--- src/rtl/pipe_pkg.sv ---
// pipe_pkg: shared types and constants for the pipe sequencing slice.
//   state_t       - pipe_scheduler FSM states
//   COORD_W       - coordinate width (11-bit unsigned screen coordinates)
//   SCREEN_W/H    - visible screen size
//   PIPE_HALF_W   - half width of a pipe body around its x centre
//   PIPE_BEVEL    - width of the pipe cap bevel
//   lfsr_advance  - one step of the 16-bit Fibonacci LFSR used for gap heights
package pipe_pkg;
  localparam int COORD_W     = 11;
  localparam int SCREEN_W    = 640;
  localparam int SCREEN_H    = 480;
  localparam int PIPE_HALF_W = 30;
  localparam int PIPE_BEVEL  = 10;

  typedef enum logic [2:0] {
    IDLE   = 3'd0,
    ERASE  = 3'd1,
    E_WAIT = 3'd2,
    MOVE   = 3'd3,
    DRAW   = 3'd4,
    D_WAIT = 3'd5
  } state_t;

  // Taps 0,2,3,5 fed back into the MSB while the register shifts right.
  function automatic logic [15:0] lfsr_advance(input logic [15:0] l);
    return {l[0] ^ l[2] ^ l[3] ^ l[5], l[15:1]};
  endfunction
endpackage

--- src/rtl/pipe_lfsr.sv ---
// pipe_lfsr: 16-bit Fibonacci LFSR that advances only when asked.
//   clk, reset : clock, synchronous active-high reset (loads SEED)
//   step       : advance one position on this edge
//   value      : current register contents
module pipe_lfsr
  import pipe_pkg::*;
#(
  parameter logic [15:0] SEED = 16'hACE1
) (
  input  logic        clk,
  input  logic        reset,
  input  logic        step,
  output logic [15:0] value
);
  always_ff @(posedge clk) begin
    if (reset) begin
      value <= SEED;
    end else if (step) begin
      value <= lfsr_advance(value);
    end
  end
endmodule

--- src/rtl/pipe_scheduler.sv ---
// pipe_scheduler: owns the on-screen pipe positions and sequences the drawer.
// Each frame every pipe gets an erase pass at its old position (pen=0),
// then a one-cycle move/respawn, then a draw pass at the new position (pen=1).
//   clk, reset     : clock, synchronous active-high reset
//   frame_tick     : one-cycle frame start pulse
//   run            : 1 = scroll this frame, 0 = redraw in place
//   draw_done      : drawer completion pulse
//   draw_enable    : request to drawer (registered)
//   pipe_x, pipe_y : x centre / gap y of the pipe being drawn
//   pen            : 0 erase, 1 draw
//   busy           : frame in progress
//   frame_overrun  : pulse when frame_tick arrives while busy
//   pass_pulse     : pulse when a pipe respawns
//
// Drawer handshake: draw_enable rises with pipe_x/pipe_y/pen already valid and
// all four hold until the cycle draw_done is sampled high; draw_enable falls on
// that same edge and stays low for at least one cycle before the next pass.
module pipe_scheduler
  import pipe_pkg::*;
#(
  parameter int          NUM_PIPES   = 3,
  parameter int          START_X     = 200,
  parameter int          SPACING     = 200,
  parameter int          SPAWN_X     = 600,
  parameter int          MIN_X       = 31,
  parameter int          SPEED       = 1,
  parameter int          Y_MIN       = 250,
  parameter int          INIT_Y_STEP = 32,
  parameter logic [15:0] LFSR_SEED   = 16'hACE1
) (
  input  logic                clk,
  input  logic                reset,
  input  logic                frame_tick,
  input  logic                run,
  input  logic                draw_done,
  output logic                draw_enable,
  output logic [COORD_W-1:0]  pipe_x,
  output logic [COORD_W-1:0]  pipe_y,
  output logic                pen,
  output logic                busy,
  output logic                frame_overrun,
  output logic                pass_pulse
);
  // Arrays are sized for the largest supported count so a 2-bit index never
  // reaches past the end; entries beyond NUM_PIPES are never selected.
  localparam int MAX_PIPES = 4;

  state_t             state, state_next;
  logic [1:0]         idx, idx_next;
  logic [COORD_W-1:0] pos_x [MAX_PIPES];
  logic [COORD_W-1:0] pos_y [MAX_PIPES];
  logic [COORD_W-1:0] cur_x, cur_y;
  logic [COORD_W-1:0] pipe_x_next, pipe_y_next;
  logic               draw_enable_next, pen_next, busy_next;
  logic               frame_overrun_next, pass_pulse_next;
  logic               respawn, moving;
  logic [15:0]        lfsr_value, lfsr_next;

  assign cur_x     = pos_x[idx];
  assign cur_y     = pos_y[idx];
  assign respawn   = (state == MOVE) && run && (cur_x < COORD_W'(MIN_X + SPEED));
  assign moving    = (state == MOVE) && run && !respawn;
  assign lfsr_next = lfsr_advance(lfsr_value);

  pipe_lfsr #(.SEED(LFSR_SEED)) u_lfsr (
    .clk   (clk),
    .reset (reset),
    .step  (respawn),
    .value (lfsr_value)
  );

  always_ff @(posedge clk) begin
    if (reset) begin
      state         <= IDLE;
      idx           <= 2'd0;
      draw_enable   <= 1'b0;
      pipe_x        <= '0;
      pipe_y        <= '0;
      pen           <= 1'b0;
      busy          <= 1'b0;
      frame_overrun <= 1'b0;
      pass_pulse    <= 1'b0;
    end else begin
      state         <= state_next;
      idx           <= idx_next;
      draw_enable   <= draw_enable_next;
      pipe_x        <= pipe_x_next;
      pipe_y        <= pipe_y_next;
      pen           <= pen_next;
      busy          <= busy_next;
      frame_overrun <= frame_overrun_next;
      pass_pulse    <= pass_pulse_next;
    end
  end

  always_comb begin
    state_next         = state;
    idx_next           = idx;
    draw_enable_next   = draw_enable;
    pipe_x_next        = pipe_x;
    pipe_y_next        = pipe_y;
    pen_next           = pen;
    busy_next          = busy;
    frame_overrun_next = frame_tick && (state != IDLE);
    pass_pulse_next    = respawn;
    case (state)
      IDLE: begin
        if (frame_tick) begin
          state_next = ERASE;
          idx_next   = 2'd0;
          busy_next  = 1'b1;
        end
      end
      ERASE: begin
        pipe_x_next      = cur_x;
        pipe_y_next      = cur_y;
        pen_next         = 1'b0;
        draw_enable_next = 1'b1;
        state_next       = E_WAIT;
      end
      E_WAIT: begin
        if (draw_done) begin
          draw_enable_next = 1'b0;
          state_next       = MOVE;
        end
      end
      MOVE: begin
        state_next = DRAW;
      end
      DRAW: begin
        pipe_x_next      = cur_x;
        pipe_y_next      = cur_y;
        pen_next         = 1'b1;
        draw_enable_next = 1'b1;
        state_next       = D_WAIT;
      end
      D_WAIT: begin
        if (draw_done) begin
          draw_enable_next = 1'b0;
          if (idx == 2'(NUM_PIPES - 1)) begin
            state_next = IDLE;
            busy_next  = 1'b0;
          end else begin
            idx_next   = idx + 2'd1;
            state_next = ERASE;
          end
        end
      end
      default: state_next = IDLE;
    endcase
  end

  // Positions change only in MOVE; the comparison against MIN_X+SPEED keeps
  // the subtraction from ever wrapping.
  always_ff @(posedge clk) begin
    if (reset) begin
      for (int i = 0; i < MAX_PIPES; i++) begin
        pos_x[i] <= COORD_W'(START_X + i * SPACING);
        pos_y[i] <= COORD_W'(Y_MIN + i * INIT_Y_STEP);
      end
    end else if (respawn) begin
      pos_x[idx] <= COORD_W'(SPAWN_X);
      pos_y[idx] <= COORD_W'(Y_MIN) + COORD_W'(lfsr_next[6:0]);
    end else if (moving) begin
      pos_x[idx] <= cur_x - COORD_W'(SPEED);
    end
  end
endmodule

--- config.mk ---
export PLATFORM = sky130hd
export DESIGN_NAME = pipe_scheduler
export DESIGN_NICKNAME = d
export VERILOG_FILES = /design/src/rtl/pipe_pkg.sv /design/src/rtl/pipe_lfsr.sv /design/src/rtl/pipe_scheduler.sv
export SDC_FILE = /design/constraint.sdc
export NUM_CORES = 1
export LEC_CHECK = 0
export BUFFER_PORTS_ARGS = -buffer_cell sky130_fd_sc_hd__clkbuf_2
export CAP_MARGIN = 10
export CORE_MARGIN = 2
export CORE_UTILIZATION = 53
export DETAILED_ROUTE_END_ITERATION = 8
export PLACE_DENSITY = 0.83
export SLEW_MARGIN = 20
export SYNTH_ARGS = -nofsm -noshare
export SYNTH_HDL_FRONTEND = slang
export SYNTH_SLANG_ARGS = --single-unit
--- constraint.sdc ---
create_clock -name clk -period 2.4 [get_ports clk]
set_input_delay 0.48 -clock clk [delete_from_list [all_inputs] [get_ports clk]]
set_output_delay 0.48 -clock clk [all_outputs]
set_load 0.02 [all_outputs]
# Word-level counts from Yosys, hierarchy flattened
# Memories as Yosys holds them, arrays and structs flattened. A register that Yosys moved wholly into a read port is not among the register bits.
# Cells that the tools add are included.
dict set report totals {
  inputBits 5
  regBits 48
  word_cells 84
  memories 2
  output_inout_bits 27
  mem_bits_rw 80
}
# memory words word_bits read_ports rd_ports_with_merged_regs write_ports line_no
set mem_list {}
lappend mem_list {pos_x 4 11 1 1 4 pipe_scheduler.sv:50} ;# logic [COORD_W-1:0] pos_x [MAX_PIPES];
lappend mem_list {pos_y 4 9 1 1 4 pipe_scheduler.sv:51} ;# logic [COORD_W-1:0] pos_y [MAX_PIPES];
dict set report classes {
  n_eq_ne 12
  bitwise 4
  magnitude_cmp 1
  addsub 3
  n_mux 34
  reduce_logical 18
}
# operator count
set op_table {}
lappend op_table {{$mux W11} 2}
lappend op_table {{$pmux W3 S6} 1}
lappend op_table {{$mux W1} 16}
lappend op_table {{$mux W2} 7}
lappend op_table {{$lt A11 B6 Y1 const B} 1}
lappend op_table {{$reduce_or A11 Y1} 1}
lappend op_table {{$sub A11 B1 Y11 const B} 1}
lappend op_table {{$ne A2 B2 Y1 const B} 5}
lappend op_table {{$add A8 B7 Y9 const A} 1}
lappend op_table {{$mux W3} 3}
lappend op_table {{$mux W9} 1}
lappend op_table {{$reduce_or A9 Y1} 1}
lappend op_table {{$reduce_and A4 Y1} 2}
lappend op_table {{$eq A3 B2 Y1 const B} 2}
lappend op_table {{$eq A3 B3 Y1 const B} 2}
lappend op_table {{$pmux W1 S2} 3}
lappend op_table {{$reduce_bool A2 Y1} 3}
lappend op_table {{$logic_and A1 B1 Y1} 4}
lappend op_table {{$pmux W2 S2} 1}
lappend op_table {{$reduce_or A2 Y1} 2}
lappend op_table {{$eq A3 B1 Y1 const B} 1}
lappend op_table {{$logic_not A3 Y1} 1}
lappend op_table {{$reduce_and A3 Y1} 1}
lappend op_table {{$reduce_bool A3 Y1} 1}
lappend op_table {{7 further kinds} 9}

# Depth between registers and ports, before layout
# Gate-level depths: netlist of the first run.
dict set report logic_depth {
  word_depth 12
  depth_mapped 8
  mapped_depth_nobuf 6
}

# Cells and area by module
# From an unflattened synthesis of the first run, not the netlist that was laid out.
dict set report unflattened {
  hier_cells 484
  area_unflattened_um2 5615.4
}
# module cells_each area_each_um2 seq_area_each_um2 instances
set by_module_without_submodules {}
lappend by_module_without_submodules {pipe_scheduler 429 5016.1 3042.9 1}
lappend by_module_without_submodules {pipe_lfsr 55 599.3 320.3 1}

# Least setup slack after synthesis of the first run
# Ideal clock, no wire load.
dict set report synth_timing {
  kind {reg-to-reg}
  startpoint {reg (tool-made name)}
  endpoint {mem pos_y[1][0] in the netlist's numbering, enable pin}
  n_path_buf 2
  arrival_ps 2143
  setup_ps 340
  path_stages_with_launch 8
  path_slack_ps -84
  required_time_ps 2060
  synth_period_minus_slack_ps 2484
  path_cell_list {dfxtp_1 buf_6 mux4_2 nor4_4 and2_1 buf_4 nand2_1 nand2b_1}
}
# item line_no
set synth_lines {}
lappend synth_lines {{end: declaration} pipe_scheduler.sv:51}

==> flow_summary_export.csv, run 1 <==
group,metric,value,unit
clocking,clock-sinks,128,
clocking,cts_root_buf,"clkbuf_8",
die,dieArea,11400,um2
critical_path,cp-start-kind,"flop",
status,violations,"setup timing",
clocking,numCtsBuffers,17,
die,core-area,10300,um2
logic_synthesis,synth.distinct_cells,41,
global_route,grt_pass1_vias,3964,
die,floorplan.initialDensity,54.5,%
timing,final-hold-violation-count,0,
timing,hold_ws,0.237,ns
clocking,clk_pin_slew_worst_paths,0.06,ns
clocking,htree_levels,4,
critical_path,endpoint_kind,"flop",
logic_synthesis,synth_edf_count,80,
logic_synthesis,synth_area,5600,um2
route,via_per_inst,5.88,
timing,finalSetupViolCount,2,
clocking,worstSkewPairLatency,0.54,ns
global_route,grt_pass1_wl,20000,um
layout,layout_commonest_cell,"edfxtp_1",
route,drc_errors,0,
global_route,grt_start_max_net_pins,60,
route,vias,4169,
timing,slew_viol_final,0,
timing,fmax,416,MHz
logic_synthesis,ys_ff_latch,128,
critical_path,max_stage_delay,0.55,ns
timing,finalClockSkew,0.0150,ns
layout,mostFrequentLayoutCells,"edfxtp_1, nand2_1, nor2_1",
placed_design,portBuffers,29,
placed_design,gp_routability_congestion,0.874,
die,die_y,107,um
critical_path,worstPathCellList,"buf_12 -> mux4_2 -> nor4_4 -> buf_4 -> nand2_1 -> xor2_1 -> nand2_1",
global_route,grt_overflow,0,
clocking,cts_buffer_depth,2,
critical_path,cp.arrival,2.66,ns
timing,min_period,2.40,ns
die,rows,37,
layout,final_cells,709,
status,status,"finished with violations",
critical_path,crit_top_cell,"nand2_1",
logic_synthesis,netlist_instances,495,
logic_synthesis,avgSynthCellArea,11.3,um2
layout,drive_gt1_share,27.9,%
route,first_pass_iters,5,
critical_path,worstSetupPathType,"reg -> reg",
global_route,track_usage,23.8,%
hold_path,hold_depth,2,
layout,n_antenna_cell,0,
critical_path,critical_path.top_delay_family,"multiplexers",
logic_synthesis,synth_ff_type,"edfxtp_1",
timing,timing.setup.tns,-0.00717,ns
route,drt_wl_total,13500,um
placed_design,dp.cells,668,
run,max-cap-violations,0,
timing,fin_ws,-0.00464,ns
timing,worst_pin_slew,0.899,ns
logic_synthesis,synth-async-reset-ratio,0,%
power_and_ir_drop,p_leak,2.43,nW
timing,fin_crit_sh,100,%
logic_synthesis,seq_area_frac_synth,60.0,%
die,ioPinCount,32,
critical_path,critPathBufInv,2,
clocking,hold_buffers,0,
critical_path,slowest_stage,"mux4_2",
timing,rsz0062_at_grt,"yes",
global_route,antenna_found_initial,0,
power_and_ir_drop,ir_drop,0.405,mV
timing,slew_headroom,40.1,%
logic_synthesis,yosys_warnings,0,
placed_design,pre_cts_ws,-0.0363,ns
route,ant_nets,0,
placed_design,post-dp-hpwl,8670,um
layout,synthToLayoutAreaGrowth,21.6,%
critical_path,path_max_fanout,6,
clocking,cts_tree,"yes",
die,dieWidth,107,um
critical_path,cp.depth,7,
hold_path,min_path_type,"in -> reg",
layout,fin_nets,568,
critical_path,rr_worst_depth,7,
critical_path,required,2.66,ns
route,routedWlPerCell,19.0,um
power_and_ir_drop,p_per_area,766,nW/um2
route,drt-initial-drc-count,425,
cells in the mapped netlist, types with 3 or more instances:
| cell | count | area, um2 |
|---|---|---|
| edfxtp_1 | 80 | 2400 |
| nand2_1 | 78 | 293 |
| nor2_1 | 69 | 259 |
| dfxtp_1 | 48 | 961 |
| a21oi_1 | 39 | 195 |
| clkbuf_1 | 24 | 90.1 |
| nor3_1 | 22 | 110 |
| mux4_2 | 20 | 450 |
| mux2i_1 | 11 | 110 |
| nand3_1 | 11 | 55.1 |
| o21ai_0 | 9 | 45.0 |
| xnor2_1 | 8 | 70.1 |
| xor2_1 | 8 | 70.1 |
| nand2b_1 | 7 | 43.8 |
| inv_1 | 6 | 22.5 |
| and3_1 | 5 | 31.3 |
| nand3b_1 | 5 | 37.5 |
| or3_1 | 5 | 31.3 |
| buf_2 | 4 | 20.0 |
| and2_1 | 3 | 18.8 |
| buf_4 | 3 | 22.5 |
| ha_1 | 3 | 37.5 |
| or2_2 | 3 | 18.8 |
layer usage:
| layer | global-route usage (%) | part of all wire, % | routed length, um |
|---|---|---|---|
| met1 | 29.5 | 37 | 4930 |
| met2 | 38.7 | 50 | 6710 |
| met3 | 6.63 | 10 | 1400 |
| met4 | 11.6 | 3.3 | 449 |
| met5 | 0 | 0 | 0 |
metrics by stage:
stage	power, mW	cell area, um2	utilization, %
6_report	5.22	6810	66.3
5_1_grt	5.38	6810	66.3
4_1_cts	5.21	6660	64.8
3_5_place_dp	2.93	6090	59.3
3_3_place_gp	2.91	6090	59.3
2_1_floorplan	2.79	5610	-
power breakdown:
group	internal (mW)	switching (mW)	leakage, nW
sequential	2.42	0.0412	1.11
clock	1.35	0.969	0.271
combinational	0.145	0.295	1.05
total	3.91	1.30	2.43
cell type report:
type | count | area, um2
Sequential cell | 128 | 3370
Clock inverter | 13 | 86.3
Timing Repair Buffer | 79 | 562
Multi-Input combinational cell | 328 | 2150
Tap cell | 136 | 170
Fill cell | 704 | 3460
Clock buffer | 19 | 453
Inverter | 6 | 22.5
flip-flops by register name, summed over array words and instances, names as in the netlist, named ones only:
| name | flops |
|---|---|
| pos_x | 44 |
| pos_y | 36 |
| u_lfsr.value | 16 |
| pipe_x | 11 |
| pipe_y | 9 |
| state | 3 |
| idx | 2 |
| busy | 1 |
| draw_enable | 1 |
| frame_overrun | 1 |
| pass_pulse | 1 |
| pen | 1 |
worst paths after layout:
| kind | start | to | slack (ns) |
|---|---|---|---|
| setup / recovery | flop | pos_x[2][6] | -0.005 |
| hold / removal | frame_tick | frame_overrun | 0.24 |
| setup reg to reg | flop | pos_x[2][6] | -0.005 |
| hold reg to reg | pipe_y[6] | pipe_y[6] | 0.46 |
kinds of logic (layout without fill, tap and decap cells):
group	Yosys count	after routing	share of synthesized area [%]
xor+xnor	16	16	2.50
buf+inv	41	117	3.33
other cells	1	2	0.0669
mux	31	31	10.0
compound gates	57	57	5.54
flops	128	128	60.0
fa+ha+maj	3	3	0.670
simple gates	218	219	17.9
repair_timing:
action	in CTS	in global routing
cloned	0	2
buffers inserted	1	6
endpoints found under the setup margin	31	66
gates resized for setup	4	25
pin swaps	1	6
Power figures use the tool's default switching activity.
==> run 2: changes to the inputs <==
CORE_MARGIN = 4   (was 2)
==> flow_summary_export.csv, run 2 (synthesis results as in run 1) <==
group,metric,value,unit
route,drt_wl_total,14200,um
route,routedWlPerCell,20.0,um
global_route,grt_use_met1,28.5,%
die,floorplan.initialDensity,54.3,%
layout,drive_gt1_share,27.5,%
layout,layout_commonest_cell,"edfxtp_1",
die,die_y,111,um
layout,fin_nets,569,
clocking,cts_tree,"yes",
clocking,htree_levels,4,
hold_path,min_to,"frame_overrun",
critical_path,cp.arrival,2.69,ns
route,drt-initial-drc-count,576,
timing,finalClockSkew,0.00842,ns
critical_path,endpoint_kind,"flop",
critical_path,path_max_fanout,7,
power_and_ir_drop,p_leak,2.48,nW
timing,finalSetupViolCount,2,
layout,largest_reg_flops,44,
timing,fin_ws,-0.0231,ns
global_route,grt_pass1_wl,22100,um
critical_path,critPathBufInv,2,
critical_path,worstPathCellList,"buf_12 -> mux4_2 -> nor4_4 -> buf_6 -> nand3b_1 -> xor2_2 -> nor2_1",
layout,top_regs,"pos_x: 44 flops, pos_y: 36 flops, u_lfsr.value: 16 flops",
timing,fin_crit_sh,101,%
global_route,antenna_found_initial,0,
placed_design,gp_routability_congestion,0.883,
route,ant_nets,0,
timing,slew_viol_final,0,
timing,slew_headroom,44.1,%
timing,worst_pin_slew,0.838,ns
critical_path,max_stage_delay,0.58,ns
timing,hold_ws,0.248,ns
timing,fmax,413,MHz
layout,n_antenna_cell,0,
layout,top_register,"pos_x",
clocking,clock-sinks,128,
die,dieArea,12300,um2
run,max-cap-violations,0,
global_route,use_met2,37.2,%
layout,synthToLayoutAreaGrowth,23.2,%
clocking,cts_buffer_depth,2,
die,ioPinCount,32,
critical_path,ff2ff_setup_slack,-0.02,ns
die,dieWidth,111,um
clocking,numCtsBuffers,17,
critical_path,required,2.67,ns
die,core-area,10300,um2
clocking,hold_buffers,0,
timing,rsz0062_at_grt,"yes",
route,first_pass_iters,5,
global_route,grt_pass1_vias,4230,
global_route,track_usage,23.1,%
global_route,grt_overflow,0,
die,rows,37,
hold_path,min_path_type,"in -> reg",
route,drc_errors,0,
critical_path,cp-start-kind,"flop",
hold_path,worstHoldStart,"frame_tick",
critical_path,critical_path.top_delay_family,"multiplexers",
placed_design,portBuffers,29,
critical_path,slowest_stage,"mux4_2",
timing,min_period,2.42,ns
timing,timing.setup.tns,-0.0391,ns
placed_design,post-dp-hpwl,8720,um
global_route,grt-busiest-layer,"met2",
critical_path,rr_endpoint,"pos_x[2][7]",
route,vias,4290,
status,status,"finished with violations",
critical_path,rr_worst_depth,7,
hold_path,hold_depth,2,
clocking,worstSkewPairLatency,0.53,ns
clocking,cts_root_buf,"clkbuf_8",
power_and_ir_drop,ir_drop,0.391,mV
global_route,grt_start_max_net_pins,60,
layout,mostFrequentLayoutCells,"edfxtp_1, nand2_1, nor2_1",
route,via_per_inst,6.04,
global_route,grt.met3_usage,7.53,%
status,violations,"setup timing",
clocking,clk_pin_slew_worst_paths,0.06,ns
critical_path,worstSetupPathType,"reg -> reg",
power_and_ir_drop,p_per_area,792,nW/um2
timing,final-hold-violation-count,0,
run 2: cell types whose count changed in the layout (fill, tap and decap cells not counted), moves of 2 or more:
cell / change
clkinv_2: -5
nand2_2: -3
a21oi_1: +2
a21oi_2: -2
clkbuf_16: +2
inv_4: +2
nand2_1: +2
run 2: through the flow:
stage / util, % / setup slack (ns) / instances / area, um2 / total power [mW]
2_1_floorplan: - / 0.0137 / 496 / 5610 / 2.79
3_3_place_gp: 59.4 / 0.0160 / 671 / 6130 / 2.91
3_5_place_dp: 59.4 / -0.0269 / 671 / 6130 / 2.93
4_1_cts: 65.7 / -0.0137 / 706 / 6790 / 5.47
5_1_grt: 66.9 / -0.0911 / 710 / 6900 / 5.65
6_report: 66.9 / -0.0231 / 710 / 6900 / 5.47
run 2: cell type report:
type | count | area (um2)
clock inverter | 9 | 91.3
clock buffer | 23 | 512
fill | 705 | 3420
tap | 136 | 170
sequential | 128 | 3370
inverter | 6 | 22.5
multi-input combinational | 327 | 2150
timing repair buffer | 81 | 586
run 2: worst register-to-register path, stage by stage (launching register included):
cell and delay, ns:
dfxtp_4 0.39, buf_12 0.14, mux4_2 0.58, nor4_4 0.32
buf_6 0.16, nand3b_1 0.14, xor2_2 0.33, nor2_1 0.11
run 2: how the worst max path moves through the flow:
stage | startpoint | endpoint | slack, ns | depth (start not counted)
after floorplan | flop | pos_y[3][0] | 0.01 | 7
after global placement | flop | pos_x[0][7] | 0.02 | 7
after detailed placement | flop | pos_x[0][8] | -0.03 | 7
after CTS | flop | pos_x[0][7] | -0.01 | 7
after global routing | flop | pos_x[2][7] | -0.09 | 7
final | flop | pos_x[2][7] | -0.02 | 7
run 2: metal layers:
layer / up-vias / part of all wire [%]
met2: 310 / 48
met5: - / 0
met1: 2037 / 36
met4: 0 / 3.9
met3: 62 / 12
li1: 1881 / -
run 2: what timing repair did:
item | in CTS | in global routing
cloned | 0 | 1
endpoints found under the setup margin | 42 | 97
pin swaps | 2 | 2
gates resized for setup | 9 | 18
setup buffers | 3 | 3
run 2: report_power, final:
group,switching [mW],internal (mW)
Sequential,0.0420,2.42
Clock,0.962,1.60
Combinational,0.299,0.145
